--- src/rtl/regfile_write_arbiter.sv ---
// Register-file write-port arbiter: pipeline writeback has absolute priority,
// multi-cycle results wait in an in-order FIFO and drain into idle slots.
module regfile_write_arbiter #(
    parameter int FIFO_DEPTH   = 2,
    parameter int STARVE_LIMIT = 8
) (
    input  logic        clk_i,
    input  logic        reset_i,
    input  logic [4:0]  pipe_addr_i,
    input  logic [31:0] pipe_data_i,
    input  logic        pipe_valid_i,
    input  logic [4:0]  mc_addr_i,
    input  logic [31:0] mc_data_i,
    input  logic        mc_valid_i,
    output logic        mc_ready_o,
    output logic [4:0]  wr_addr_o,
    output logic [31:0] wr_data_o,
    output logic        wr_valid_o,
    output logic        wr_src_o,
    output logic [31:0] pending_mask_o,
    output logic        stall_req_o,
    output logic        empty_o
);
    localparam int PTR_W = (FIFO_DEPTH > 1) ? $clog2(FIFO_DEPTH) : 1;
    localparam int CNT_W = PTR_W + 1;

    logic [4:0]       mem_addr_q [FIFO_DEPTH];
    logic [31:0]      mem_data_q [FIFO_DEPTH];
    logic [PTR_W-1:0] rd_ptr_q, rd_ptr_d, wr_ptr_q, wr_ptr_d, offset;
    logic [CNT_W-1:0] count_q, count_d;
    logic [7:0]       starve_q, starve_d;
    logic             wr_valid_q, wr_valid_d, wr_src_q, wr_src_d;
    logic [4:0]       wr_addr_q, wr_addr_d;
    logic [31:0]      wr_data_q, wr_data_d, mask;
    logic             slot_busy, fifo_empty, push, pop;

    always_comb begin
        slot_busy  = pipe_valid_i && (pipe_addr_i != 5'd0);
        fifo_empty = (count_q == '0);
        mc_ready_o = !reset_i && (count_q != CNT_W'(FIFO_DEPTH));
        // A result for x0 is still handshaken, it just never occupies a slot.
        push       = mc_valid_i && mc_ready_o && (mc_addr_i != 5'd0);
        pop        = !slot_busy && !fifo_empty;

        wr_valid_d = slot_busy || pop;
        wr_addr_d  = wr_addr_q;
        wr_data_d  = wr_data_q;
        wr_src_d   = wr_src_q;
        if (slot_busy) begin
            wr_addr_d = pipe_addr_i;
            wr_data_d = pipe_data_i;
            wr_src_d  = 1'b0;
        end else if (pop) begin
            wr_addr_d = mem_addr_q[rd_ptr_q];
            wr_data_d = mem_data_q[rd_ptr_q];
            wr_src_d  = 1'b1;
        end

        rd_ptr_d = pop  ? rd_ptr_q + PTR_W'(1) : rd_ptr_q;
        wr_ptr_d = push ? wr_ptr_q + PTR_W'(1) : wr_ptr_q;
        count_d  = count_q;
        if (push && !pop)
            count_d = count_q + CNT_W'(1);
        else if (pop && !push)
            count_d = count_q - CNT_W'(1);

        if (fifo_empty || pop)
            starve_d = 8'd0;
        else if (starve_q != 8'hFF)
            starve_d = starve_q + 8'd1;
        else
            starve_d = starve_q;
    end

    // Slot i is live when its distance from the read pointer is below count.
    always_comb begin
        mask   = 32'd0;
        offset = '0;
        for (int i = 0; i < FIFO_DEPTH; i++) begin
            offset = PTR_W'(i) - rd_ptr_q;
            if ({1'b0, offset} < count_q)
                mask[mem_addr_q[i]] = 1'b1;
        end
        mask[0] = 1'b0;
    end

    always_ff @(posedge clk_i) begin
        if (reset_i) begin
            rd_ptr_q   <= '0;
            wr_ptr_q   <= '0;
            count_q    <= '0;
            starve_q   <= 8'd0;
            wr_valid_q <= 1'b0;
            wr_addr_q  <= 5'd0;
            wr_data_q  <= 32'd0;
            wr_src_q   <= 1'b0;
        end else begin
            rd_ptr_q   <= rd_ptr_d;
            wr_ptr_q   <= wr_ptr_d;
            count_q    <= count_d;
            starve_q   <= starve_d;
            wr_valid_q <= wr_valid_d;
            wr_addr_q  <= wr_addr_d;
            wr_data_q  <= wr_data_d;
            wr_src_q   <= wr_src_d;
        end
    end

    always_ff @(posedge clk_i) begin
        if (push) begin
            mem_addr_q[wr_ptr_q] <= mc_addr_i;
            mem_data_q[wr_ptr_q] <= mc_data_i;
        end
    end

    assign wr_valid_o     = wr_valid_q;
    assign wr_addr_o      = wr_addr_q;
    assign wr_data_o      = wr_data_q;
    assign wr_src_o       = wr_src_q;
    assign pending_mask_o = mask;
    assign empty_o        = fifo_empty;
    assign stall_req_o    = (starve_q >= 8'(STARVE_LIMIT));
endmodule

--- config.mk ---
export PLATFORM = sky130hd
export DESIGN_NAME = regfile_write_arbiter
export DESIGN_NICKNAME = d
export VERILOG_FILES = /design/src/rtl/regfile_write_arbiter.sv
export SDC_FILE = /design/constraint.sdc
export NUM_CORES = 1
export LEC_CHECK = 0
export BUFFER_PORTS_ARGS = -buffer_cell sky130_fd_sc_hd__clkbuf_2
export CAP_MARGIN = 20
export CORE_MARGIN = 8
export CORE_UTILIZATION = 30
export CTS_CLUSTER_SIZE = 10
export DETAILED_ROUTE_END_ITERATION = 8
export GPL_ROUTABILITY_DRIVEN = 0
export PLACE_DENSITY = 0.5
export SLEW_MARGIN = 15
export SYNTH_ARGS = -nofsm -noshare
export SYNTH_HDL_FRONTEND = slang
export SYNTH_SLANG_ARGS = --single-unit
--- constraint.sdc ---
create_clock -name clk_i -period 4.3 [get_ports clk_i]
set_clock_uncertainty 0.2 [all_clocks]
set_input_delay 0.43 -clock clk_i [delete_from_list [all_inputs] [get_ports clk_i]]
set_output_delay 0.43 -clock clk_i [all_outputs]
set_load 0.01 [all_outputs]
==> results of run 1 <==
metrics by stage:
stage	hold slack, ns	area [um^2]
after floorplan	0.251	5370
after global placement	0.278	6280
after detailed placement	0.290	6280
after CTS	0.000216	6990
after global routing	0.00273	7020
final	0.0193	7020
final cells by class:
cell class	count	area (um^2)	share of cell area, %
repair buffers	170	956	13.6
inverters	5	18.8	0.267
well taps	229	287	4.08
multi-input cells	310	1920	27.4
flip-flops and latches	126	3260	46.5
clock inverters	7	86.3	1.23
clock buffers	25	485	6.91
Yosys cell counts (2+ instances only):
library cell | instances | area [um^2]
a211oi_1 | 2 | 15.0
a21oi_1 | 46 | 230
and3_1 | 4 | 25.0
buf_1 | 4 | 15.0
buf_2 | 10 | 50.1
buf_4 | 2 | 15.0
clkbuf_1 | 23 | 86.3
dfxtp_1 | 52 | 1040
edfxtp_1 | 74 | 2220
ha_1 | 3 | 37.5
inv_1 | 5 | 18.8
mux2i_1 | 39 | 390
nand2_1 | 80 | 300
nand3_1 | 5 | 25.0
nand3b_1 | 7 | 52.6
nor2_1 | 13 | 48.8
nor2b_1 | 2 | 12.5
nor3_1 | 4 | 20.0
o211ai_1 | 38 | 285
o21ai_0 | 3 | 15.0
o22ai_1 | 31 | 194
or2_2 | 2 | 12.5
or3_1 | 6 | 37.5
or3b_1 | 7 | 61.3
xor2_1 | 3 | 26.3
sequential cells by signal, indices dropped and copies added (netlist names), named ones only:
name,flops
mem_data_q,64
wr_data_o,32
mem_addr_q,10
starve_q,8
wr_addr_o,5
count_q,2
rd_ptr_q,1
wr_ptr_q,1
wr_src_o,1
wr_valid_o,1
critical path: cells and delay by family (launching register included):
kind | cells | cell delay (ns)
compound gates | 1 | 0.24
flops | 1 | 0.42
buf+inv | 1 | 0.17
simple gates | 3 | 0.79
layer usage:
| metal | up-vias | wire [um] |
|---|---|---|
| li1 | 2075 | - |
| met1 | 1967 | 6300 |
| met2 | 157 | 6570 |
| met3 | 20 | 1370 |
| met4 | 0 | 233 |
| met5 | - | 0 |
cell families (layout without fill, tap and decap cells):
group / Yosys count / after routing / synth area share [%]
and+or+nand+nor: 137 / 137 / 12.0
muxes: 39 / 39 / 7.27
adders and majority gates: 3 / 3 / 0.700
AOI/OAI and AO/OA: 126 / 126 / 14.8
other: 1 / 1 / 0.0699
xor gates and xnor gates: 4 / 4 / 0.653
DFF: 126 / 126 / 60.8
buffers and inverters: 45 / 207 / 3.66
report_power, final:
group / switching (mW) / internal [mW] / total [mW] / leakage [nW]
clock: 0.488 / 0.895 / 1.38 / 0.285
sequential: 0.124 / 1.46 / 1.59 / 1.11
combinational: 0.583 / 0.382 / 0.965 / 1.31
path summary, 6_finish.rpt:
| check | endpoint | slack, ns | cells past startpoint | start |
|---|---|---|---|---|
| setup / recovery | pending_mask_o[26] | 1.64 | 5 | count_q[0] |
| hold / removal | mem_data_q[1][5] | 0.02 | 1 | mc_data_i[5] |
| setup reg to reg | count_q[1] | 1.93 | 5 | count_q[1] |
| hold reg to reg | wr_src_o | 0.29 | 2 | wr_src_o |
==> impl_metrics.py, run 1 <==
metrics = {
    "grt": {
        "grt.overflow.total": 0,
        "use_met3_pct": 4.84,
        "grt_busiest_layer": "met2",
        "antenna_found_initial": 0,
        "grt_pass1_wl_mm": 22.3,
        "grt_use_met2_pct": 20.3,
        "grtUsageMet1_pct": 15.3,
        "grt_pass1_vias": 4273,
        "grtUsageTotal_pct": 12.8,
        "grt_max_degree": 45,
    },
    "worst_setup_path": {
        "crit_type": "reg2out",
        "crit_required_ns": 3.67,
        "arrival_ns": 2.03,
        "crit_path_end_kind": "output pin",
        "cp_slowest_cell": "or3b_1",
        "cp_max_fo": 8,
        "crit_chain": "nor2b_1 -> nor2_1 -> or3b_1 -> o22ai_1 -> clkbuf_2",
        "cp_slowest_stage_delay_ns": 0.51,
        "startpoint_type": "flop",
    },
    "routing": {
        "detail-route-antenna-nets": 0,
        "drt-wirelength-per-cell_um": 16.6,
        "drt-initial-drc-count": 188,
        "drc": 0,
        "dr.pass1.iters": 4,
        "via_per_inst": 4.84,
        "num_vias": 4219,
        "wirelength_mm": 14.5,
    },
    "clock_network": {
        "htree_levels": 4,
        "cts-root-buf": "clkbuf_16",
        "cts_inserted_buffers": 17,
        "clock_sinks": 126,
        "hold_buffers": 14,
        "clk_pin_slew_worst_paths_ns": 0.05,
        "insertion_delay_ns": 0.41,
        "postCtsSetupBuffers": 0,
        "cts_tree": "built",
        "clockBufferDepth": 2,
        "cts_resized": 0,
    },
    "sta": {
        "relSlewSlack_pct": 37.3,
        "finalCriticalPeriod_ns": 2.66,
        "fmax_mhz": 376,
        "finalCritPeriodShare_pct": 61.9,
        "rsz0062_at_grt": "false",
        "setup_violations": 0,
        "worst_pin_slew_ns": 0.941,
        "setup_tns_ns": 0,
        "hold_viol": 0,
        "fin_ws_ns": 1.64,
        "drv_slew": 0,
    },
    "synthesis": {
        "syn_avg_cell_area_um2": 11.2,
        "synth_nets": 562,
        "ys_seq_area_share_pct": 60.8,
        "yosysWarnings": 0,
        "synth-async-reset-ratio_pct": 0,
        "synth-seq-cells": 126,
        "synth-edff-count": 74,
        "ys_types": 41,
        "synth_cells": 481,
        "synth_area_mm2": 0.00537,
        "synthFlopType": "edfxtp_1",
    },
    "outcome": {
        "status": "completed",
    },
    "final_layout": {
        "final_cells": 872,
        "final_util_pct": 39.5,
        "area_growth_pct": 30.8,
        "layout_common_cells": "clkbuf_2 (150), nand2_1 (80), edfxtp_1 (74)",
        "final_common_cell": "clkbuf_2",
        "num-fill-cells": 1783,
        "diodes": 0,
        "drive_gt1_share_pct": 29.9,
        "nets": 711,
    },
    "place": {
        "numPortBuffers": 150,
        "pre_cts_slack_ns": 1.75,
        "dp.cells": 825,
        "hpwlAfterDp_mm": 10.3,
    },
    "floorplanning": {
        "row_count": 49,
        "die_h_um": 150,
        "initial_core_util_pct": 30.2,
        "core-area_mm2": 0.0178,
        "die_x_um": 150,
        "die_area_mm2": 0.0224,
        "io_pins": 152,
    },
    "power": {
        "totalPowerFinal_mw": 3.93,
        "p_per_area_mw_per_mm2": 560,
        "leakage_nw": 2.70,
        "peakVddDrop_v": 0.000288,
    },
    "min_path": {
        "hp-class": "in2reg",
    },
    "job": {
        "drv_cap": 0,
    },
}
Note: power is estimated with default switching activity, not from simulation.
==> inputs of run 2 (changes only) <==
- ABC_AREA: default -> 1
- PLACE_DENSITY: 0.5 -> 0.49
- clock period: 4.3 -> 2.55 ns (I/O delays scaled with it)
==> run 2 against run 1 <==
  * Synthesized cell count rose by 44%
  * Largest cell class unchanged
  * Area after synthesis rose by 8.3%
  * Combinational power rose by 43%
  * Global-route usage rose by 1.7 points
  * Core utilization rose by 1.9 points
  * Worst hold slack got worse by 0.0061 ns
  * Flip-flop and latch count did not move
  * Die area rose by 7.4%
  * Via count rose by 23%
  * First-iteration DRC count rose by 22%
  * Final area rose by 13%
  * Clock power rose by 68%
==> impl_metrics.py, run 2 <==
metrics = {
    "outcome": {
        "status": "completed",
    },
    "final_layout": {
        "layout_common_cells": "nand2_1 (201), clkbuf_2 (150), nand3_1 (106)",
        "stdcell_area_mm2": 0.00796,
        "final_cells": 1180,
        "diodes": 0,
        "final_common_cell": "nand2_1",
        "largest_reg_flops": 64,
        "area_growth_pct": 36.9,
        "num-fill-cells": 1979,
        "largest_register": "mem_data_q",
        "drive_gt1_share_pct": 22.6,
        "nets": 983,
    },
    "clock_network": {
        "cts_inserted_buffers": 17,
        "clk_pin_slew_worst_paths_ns": 0.06,
        "cts_tree": "built",
        "htree_levels": 4,
        "clockBufferDepth": 2,
        "cts-root-buf": "clkbuf_16",
        "insertion_delay_ns": 0.41,
        "clock_sinks": 126,
        "cts_resized": 0,
    },
    "place": {
        "dp.cells": 1091,
        "place_area_mm2": 0.00681,
        "hpwlAfterDp_mm": 12.3,
        "numPortBuffers": 150,
    },
    "power": {
        "peakVddDrop_v": 0.000438,
        "leakage_nw": 3.57,
        "p_per_area_mw_per_mm2": 775,
    },
    "worst_setup_path": {
        "arrival_ns": 1.86,
        "crit_path_end_kind": "output pin",
        "ff2ff_path_depth": 9,
        "cp_slowest_stage_delay_ns": 0.35,
        "startpoint_type": "flop",
        "cp_slowest_cell": "dfxtp_1",
        "crit_type": "reg2out",
        "cp_max_fo": 8,
        "crit_required_ns": 2.10,
        "crit_chain": "inv_2 -> o21ai_1 -> nand3_1 -> o21ai_0 -> clkbuf_2",
    },
    "synthesis": {
        "yosys.area.top_type": "edfxtp_1",
        "synth-xor-area-share_pct": 0.301,
        "synth_common_cells": "nand2_1 (201), nand3_1 (106), edfxtp_1 (74)",
        "ys_types": 28,
        "synthFlopType": "edfxtp_1",
        "synth_cells": 694,
        "synth_fa_ha_area_share_pct": 0.646,
        "synth_area_mm2": 0.00581,
        "synth_mux_area_share_pct": 0,
        "synth_nets": 775,
        "synth-edff-count": 74,
        "ys_top_cells_by_area": "edfxtp_1 (38%), dfxtp_1 (18%), nand2_1 (13%)",
        "yosysWarnings": 0,
        "syn_avg_cell_area_um2": 8.37,
        "yosys.area_share.simple_pct": 29.1,
        "synth_compound_area_share_pct": 6.18,
        "synth-seq-cells": 126,
        "ys_seq_area_share_pct": 56.2,
        "synth_top_area_share_pct": 38.2,
        "yosysMostFrequentCell": "nand2_1",
        "synth_top_family_by_area": "simple AND/OR/NAND/NOR gates",
        "synth-async-reset-ratio_pct": 0,
    },
    "sta": {
        "relSlewSlack_pct": 56.2,
        "worst_pin_slew_ns": 0.656,
        "finalCriticalPeriod_ns": 2.32,
        "drv_slew": 0,
        "setup_tns_ns": 0,
        "hold_viol": 0,
        "rsz0062_at_grt": "false",
        "finalCritPeriodShare_pct": 90.9,
        "holdWs_ns": 0.0132,
        "fmax_mhz": 431,
        "setup_violations": 0,
    },
    "grt": {
        "grt_max_degree": 36,
        "grt_pass1_vias": 5124,
        "grt_pass1_wl_mm": 27.2,
        "grtUsageTotal_pct": 14.5,
        "grt.overflow.total": 0,
        "antenna_found_initial": 0,
    },
    "floorplanning": {
        "row_count": 51,
        "die_h_um": 155,
        "die_x_um": 155,
        "die_area_mm2": 0.0241,
        "io_pins": 152,
        "initial_core_util_pct": 30.3,
        "core-area_mm2": 0.0192,
    },
    "routing": {
        "num_vias": 5182,
        "drt-initial-drc-count": 229,
        "wirelength_mm": 17.3,
        "detail-route-antenna-nets": 0,
        "via_per_inst": 4.39,
        "drt-wirelength-per-cell_um": 14.7,
        "drc": 0,
        "dr.pass1.iters": 4,
    },
    "job": {
        "drv_cap": 0,
    },
    "min_path": {
        "hp-class": "in2reg",
        "min_path_cells": 5,
    },
}
run 2: final cells by class:
type	count	area [um^2]	share of cell area [%]
clock buffers	24	482	6.06
clock inverters	8	88.8	1.12
inverters	63	236	2.97
multi-input cells	472	2120	26.6
flip-flops and latches	126	3260	41.0
well taps	265	332	4.17
repair buffers	222	1430	18.0
run 2: power breakdown:
part           total, mW  leakage [nW]  switching (mW)  internal (mW)
combinational       1.38          2.18           0.910          0.475
clock               2.32         0.285           0.818           1.50
sequential          2.46          1.11           0.104           2.35
total               6.16          3.57            1.83           4.33
run 2: cells by family (layout without fill, tap and decap cells):
logic type                 after synthesis  count (layout)
and+or+nand+nor                        395             395
AOI/OAI and AO/OA                       71              71
other                                    1               1
buffers and inverters                   96             317
DFF                                    126             126
adders and majority gates                3               3
xor gates and xnor gates                 2               2
run 2: final timing paths:
| path | endpoint | slack [ns] | from |
|---|---|---|---|
| worst max register to register | count_q[1] | 0.51 | count_q[0] |
| worst max-delay path | pending_mask_o[7] | 0.23 | count_q[0] |
| worst min-delay path | wr_data_o[4] | 0.01 | pipe_data_i[4] |
| worst min register to register | wr_data_o[24] | 0.27 | wr_data_o[24] |
run 2: critical path: cells and delay by family, from the launching register on:
family / cells / cell delay (ns)
buffers and inverters: 2 / 0.26
AOI/OAI and AO/OA: 2 / 0.55
DFF: 1 / 0.35
and+or+nand+nor: 1 / 0.31
run 2: routing by layer:
layer / wire [um] / GRT usage [%] / vias up
li1: - / - / 2701
met1: 8050 / 18.6 / 2335
met2: 8100 / 23.7 / 131
met3: 1010 / 3.55 / 15
met4: 175 / 4.11 / 0
met5: 0 / 0 / -
run 2: what timing repair did:
action,in CTS,in global routing
hold endpoints to repair,94,0
buffers inserted,0,0
hold buffers,57,0
run 2: stage by stage:
step	setup WS [ns]	total power, mW	util, %
2_1_floorplan	0.127	3.37	-
3_3_place_gp	0.520	3.83	35.5
3_5_place_dp	0.541	3.83	35.5
4_1_cts	0.212	6.25	41.4
5_1_grt	0.0686	6.52	41.4
6_report	0.231	6.16	41.4
==> inputs of run 3 (changes only) <==
--- a/config.mk
+++ b/config.mk
@@ -10,9 +10,9 @@
 export CAP_MARGIN = 20
 export CORE_MARGIN = 8
-export CORE_UTILIZATION = 30
+export CORE_UTILIZATION = 55
 export CTS_CLUSTER_SIZE = 10
 export DETAILED_ROUTE_END_ITERATION = 8
 export GPL_ROUTABILITY_DRIVEN = 0
-export PLACE_DENSITY = 0.49
+export PLACE_DENSITY = 0.82
 export SLEW_MARGIN = 15
 export SYNTH_ARGS = -nofsm -noshare
==> constraint.sdc (replaced) <==
create_clock -name clk_i -period 2.9 [get_ports clk_i]
set_clock_uncertainty 0.2 [all_clocks]
set_input_delay 0.29 -clock clk_i [delete_from_list [all_inputs] [get_ports clk_i]]
set_output_delay 0.29 -clock clk_i [all_outputs]
set_load 0.05 [all_outputs]
==> run 3 against run 2 <==
  * Worst setup slack improved by 0.035 ns
  * Worst hold slack better by 0.021 ns
  * Register-to-register slack better by 0.19 ns
  * Global-route usage up 12 points
  * Sequential power is 12% lower
  * Die area fell by 41%
==> impl_metrics.py, run 3 (synthesis results as in run 2) <==
metrics = {
    "routing": {
        "wirelength_mm": 18.9,
        "drt-wirelength-per-cell_um": 17.7,
        "via_per_inst": 5.59,
        "detail-route-antenna-nets": 0,
        "dr.pass1.iters": 6,
        "num_vias": 5980,
        "drt-initial-drc-count": 657,
        "drc": 0,
    },
    "final_layout": {
        "drive_gt1_share_pct": 22.3,
        "final_common_cell": "nand2_1",
        "nets": 997,
        "largest_reg_flops": 64,
        "largest_register": "mem_data_q",
        "area_growth_pct": 38.2,
        "multiInputGateArea_mm2": 0.00212,
        "seqCellArea_mm2": 0.00326,
        "stdcell_area_mm2": 0.00803,
        "num-fill-cells": 637,
        "layout_common_cells": "nand2_1 (201), clkbuf_2 (150), nand3_1 (106)",
    },
    "sta": {
        "finalCritPeriodShare_pct": 90.8,
        "setup_violations": 0,
        "hold_viol": 0,
        "finalCriticalPeriod_ns": 2.63,
        "fin_ws_ns": 0.266,
        "drv_slew": 0,
        "setup_tns_ns": 0,
        "rsz0062_at_grt": "false",
        "worst_pin_slew_ns": 0.801,
        "relSlewSlack_pct": 46.3,
        "fmax_mhz": 380,
    },
    "power": {
        "totalPowerFinal_mw": 5.99,
        "p_sw_mw": 2.05,
        "p_sw_share_pct": 34.2,
        "clockPowerShare_pct": 37.0,
        "seqPwrFrac_pct": 36.0,
        "p_per_area_mw_per_mm2": 746,
        "combPwrFrac_pct": 27.0,
        "intPower_mw": 3.94,
        "peakVddDrop_v": 0.000554,
        "leakage_nw": 3.65,
    },
    "floorplanning": {
        "core-area_mm2": 0.0103,
        "die_area_mm2": 0.0141,
        "initial_core_util_pct": 56.5,
        "die_x_um": 119,
        "row_count": 37,
        "die_h_um": 119,
        "io_pins": 152,
    },
    "clock_network": {
        "cts-root-buf": "clkbuf_8",
        "clock_sinks": 126,
        "cts_tree": "built",
        "clk_pin_slew_worst_paths_ns": 0.06,
        "clockBufferDepth": 2,
        "cts_inserted_buffers": 17,
        "postCtsSetupBuffers": 0,
        "htree_levels": 4,
        "insertion_delay_ns": 0.52,
    },
    "worst_setup_path": {
        "cp_slowest_stage_delay_ns": 0.63,
        "regToRegStartpoint": "count_q[0]",
        "arrival_ns": 2.14,
        "cp_slowest_cell": "nor3_1",
        "path_delay_family": "simple AND/OR/NAND/NOR gates",
        "crit_chain": "nor3_1 -> nand2_1 -> o21ai_0 -> clkbuf_2",
        "cp_max_fo": 7,
        "crit_buf_inv": 1,
        "ff2ff_path_depth": 7,
        "startpoint_type": "flop",
        "ff2ff_setup_slack_ns": 0.70,
        "crit_required_ns": 2.41,
        "reg2reg_to": "mem_data_q[1][1]",
        "crit_path_end_kind": "output pin",
        "crit_type": "reg2out",
    },
    "min_path": {
        "min_path_cells": 5,
        "hp-class": "in2reg",
        "min-delay-start": "pipe_valid_i",
    },
    "grt": {
        "grt_max_degree": 44,
        "grt_pass1_vias": 6151,
        "grt.overflow.total": 0,
        "grt_pass1_wl_mm": 29.9,
        "grtUsageTotal_pct": 26.3,
        "antenna_found_initial": 3,
    },
    "job": {
        "drv_cap": 0,
    },
    "place": {
        "numPortBuffers": 150,
        "pre_cts_slack_ns": 0.569,
        "hpwlAfterDp_mm": 11.3,
        "place_area_mm2": 0.00665,
    },
    "outcome": {
        "status": "completed",
    },
}
run 3: cell types whose count changed in the layout (fill, tap and decap cells not counted), sizes merged:
| cell | delta |
|---|---|
| clkinvlp | +2 |
| buf | -3 |
| diode | +4 |
| inv | +1 |
| dlygate4sd3 | +17 |
| clkinv | -4 |
| clkbuf | +1 |
run 3: worst max path at each step:
stage	slack, ns	depth (start not counted)	to	from
after detailed placement	0.57	7	mem_data_q[1][28]	mc_addr_i[3]
after global routing	0.05	6	pending_mask_o[24]	rd_ptr_q
after floorplan	0.13	6	mem_addr_q[1][0]	count_q[0]
after CTS	0.29	4	pending_mask_o[28]	mem_addr_q[0][0]
after global placement	0.61	7	mem_data_q[1][19]	mc_addr_i[3]
final	0.27	4	pending_mask_o[28]	mem_addr_q[0][0]
run 3: worst register-to-register path, delay by kind of cell (launching register included):
family / cells / cell delay (ns)
buffers and inverters: 3 / 1.04
flip-flops: 1 / 0.33
AND/OR/NAND/NOR: 3 / 0.31
AO/OA/AOI/OAI: 1 / 0.07
run 3: final cells by class:
cell class,instances,area share (%)
sequential,126,40.7
multi-input combinational,472,26.4
timing repair buffer,236,19.9
clock buffer,25,6.70
inverter,63,2.95
tap,136,2.12
clock inverter,7,1.15
antenna,4,0.125
run 3: timing repair:
| item | 4_1_cts | 5_1_grt |
|---|---|---|
| hold buffers | 74 | 0 |
| endpoints found under the hold margin | 111 | 0 |
| gates resized for setup | 0 | 0 |
run 3: power by group through the flow:
stage	combinational [mW]	clock, mW	sequential [mW]
floorplan	0.839	0	2.45
global placement	1.43	0	2.17
detailed placement	1.47	0	2.18
CTS	1.56	2.20	2.15
global route	1.74	2.31	2.17
finish	1.62	2.22	2.16
run 3: through the flow:
stage / cells / utilization [%] / hold WS, ns
floorplan: 694 / - / 0.189
global placement: 959 / 64.7 / 0.260
detailed placement: 959 / 64.7 / 0.273
CTS: 1065 / 78.0 / 0.0208
global route: 1068 / 78.1 / 0.0437
finish: 1069 / 78.1 / 0.0340
run 3: routing by layer:
layer	vias to the layer above	routed length (um)	global-route usage, %
li1	2743	-	-
met1	2737	6780	27.1
met2	416	9510	46.7
met3	84	1810	8.04
met4	0	769	14.8
met5	-	0	0
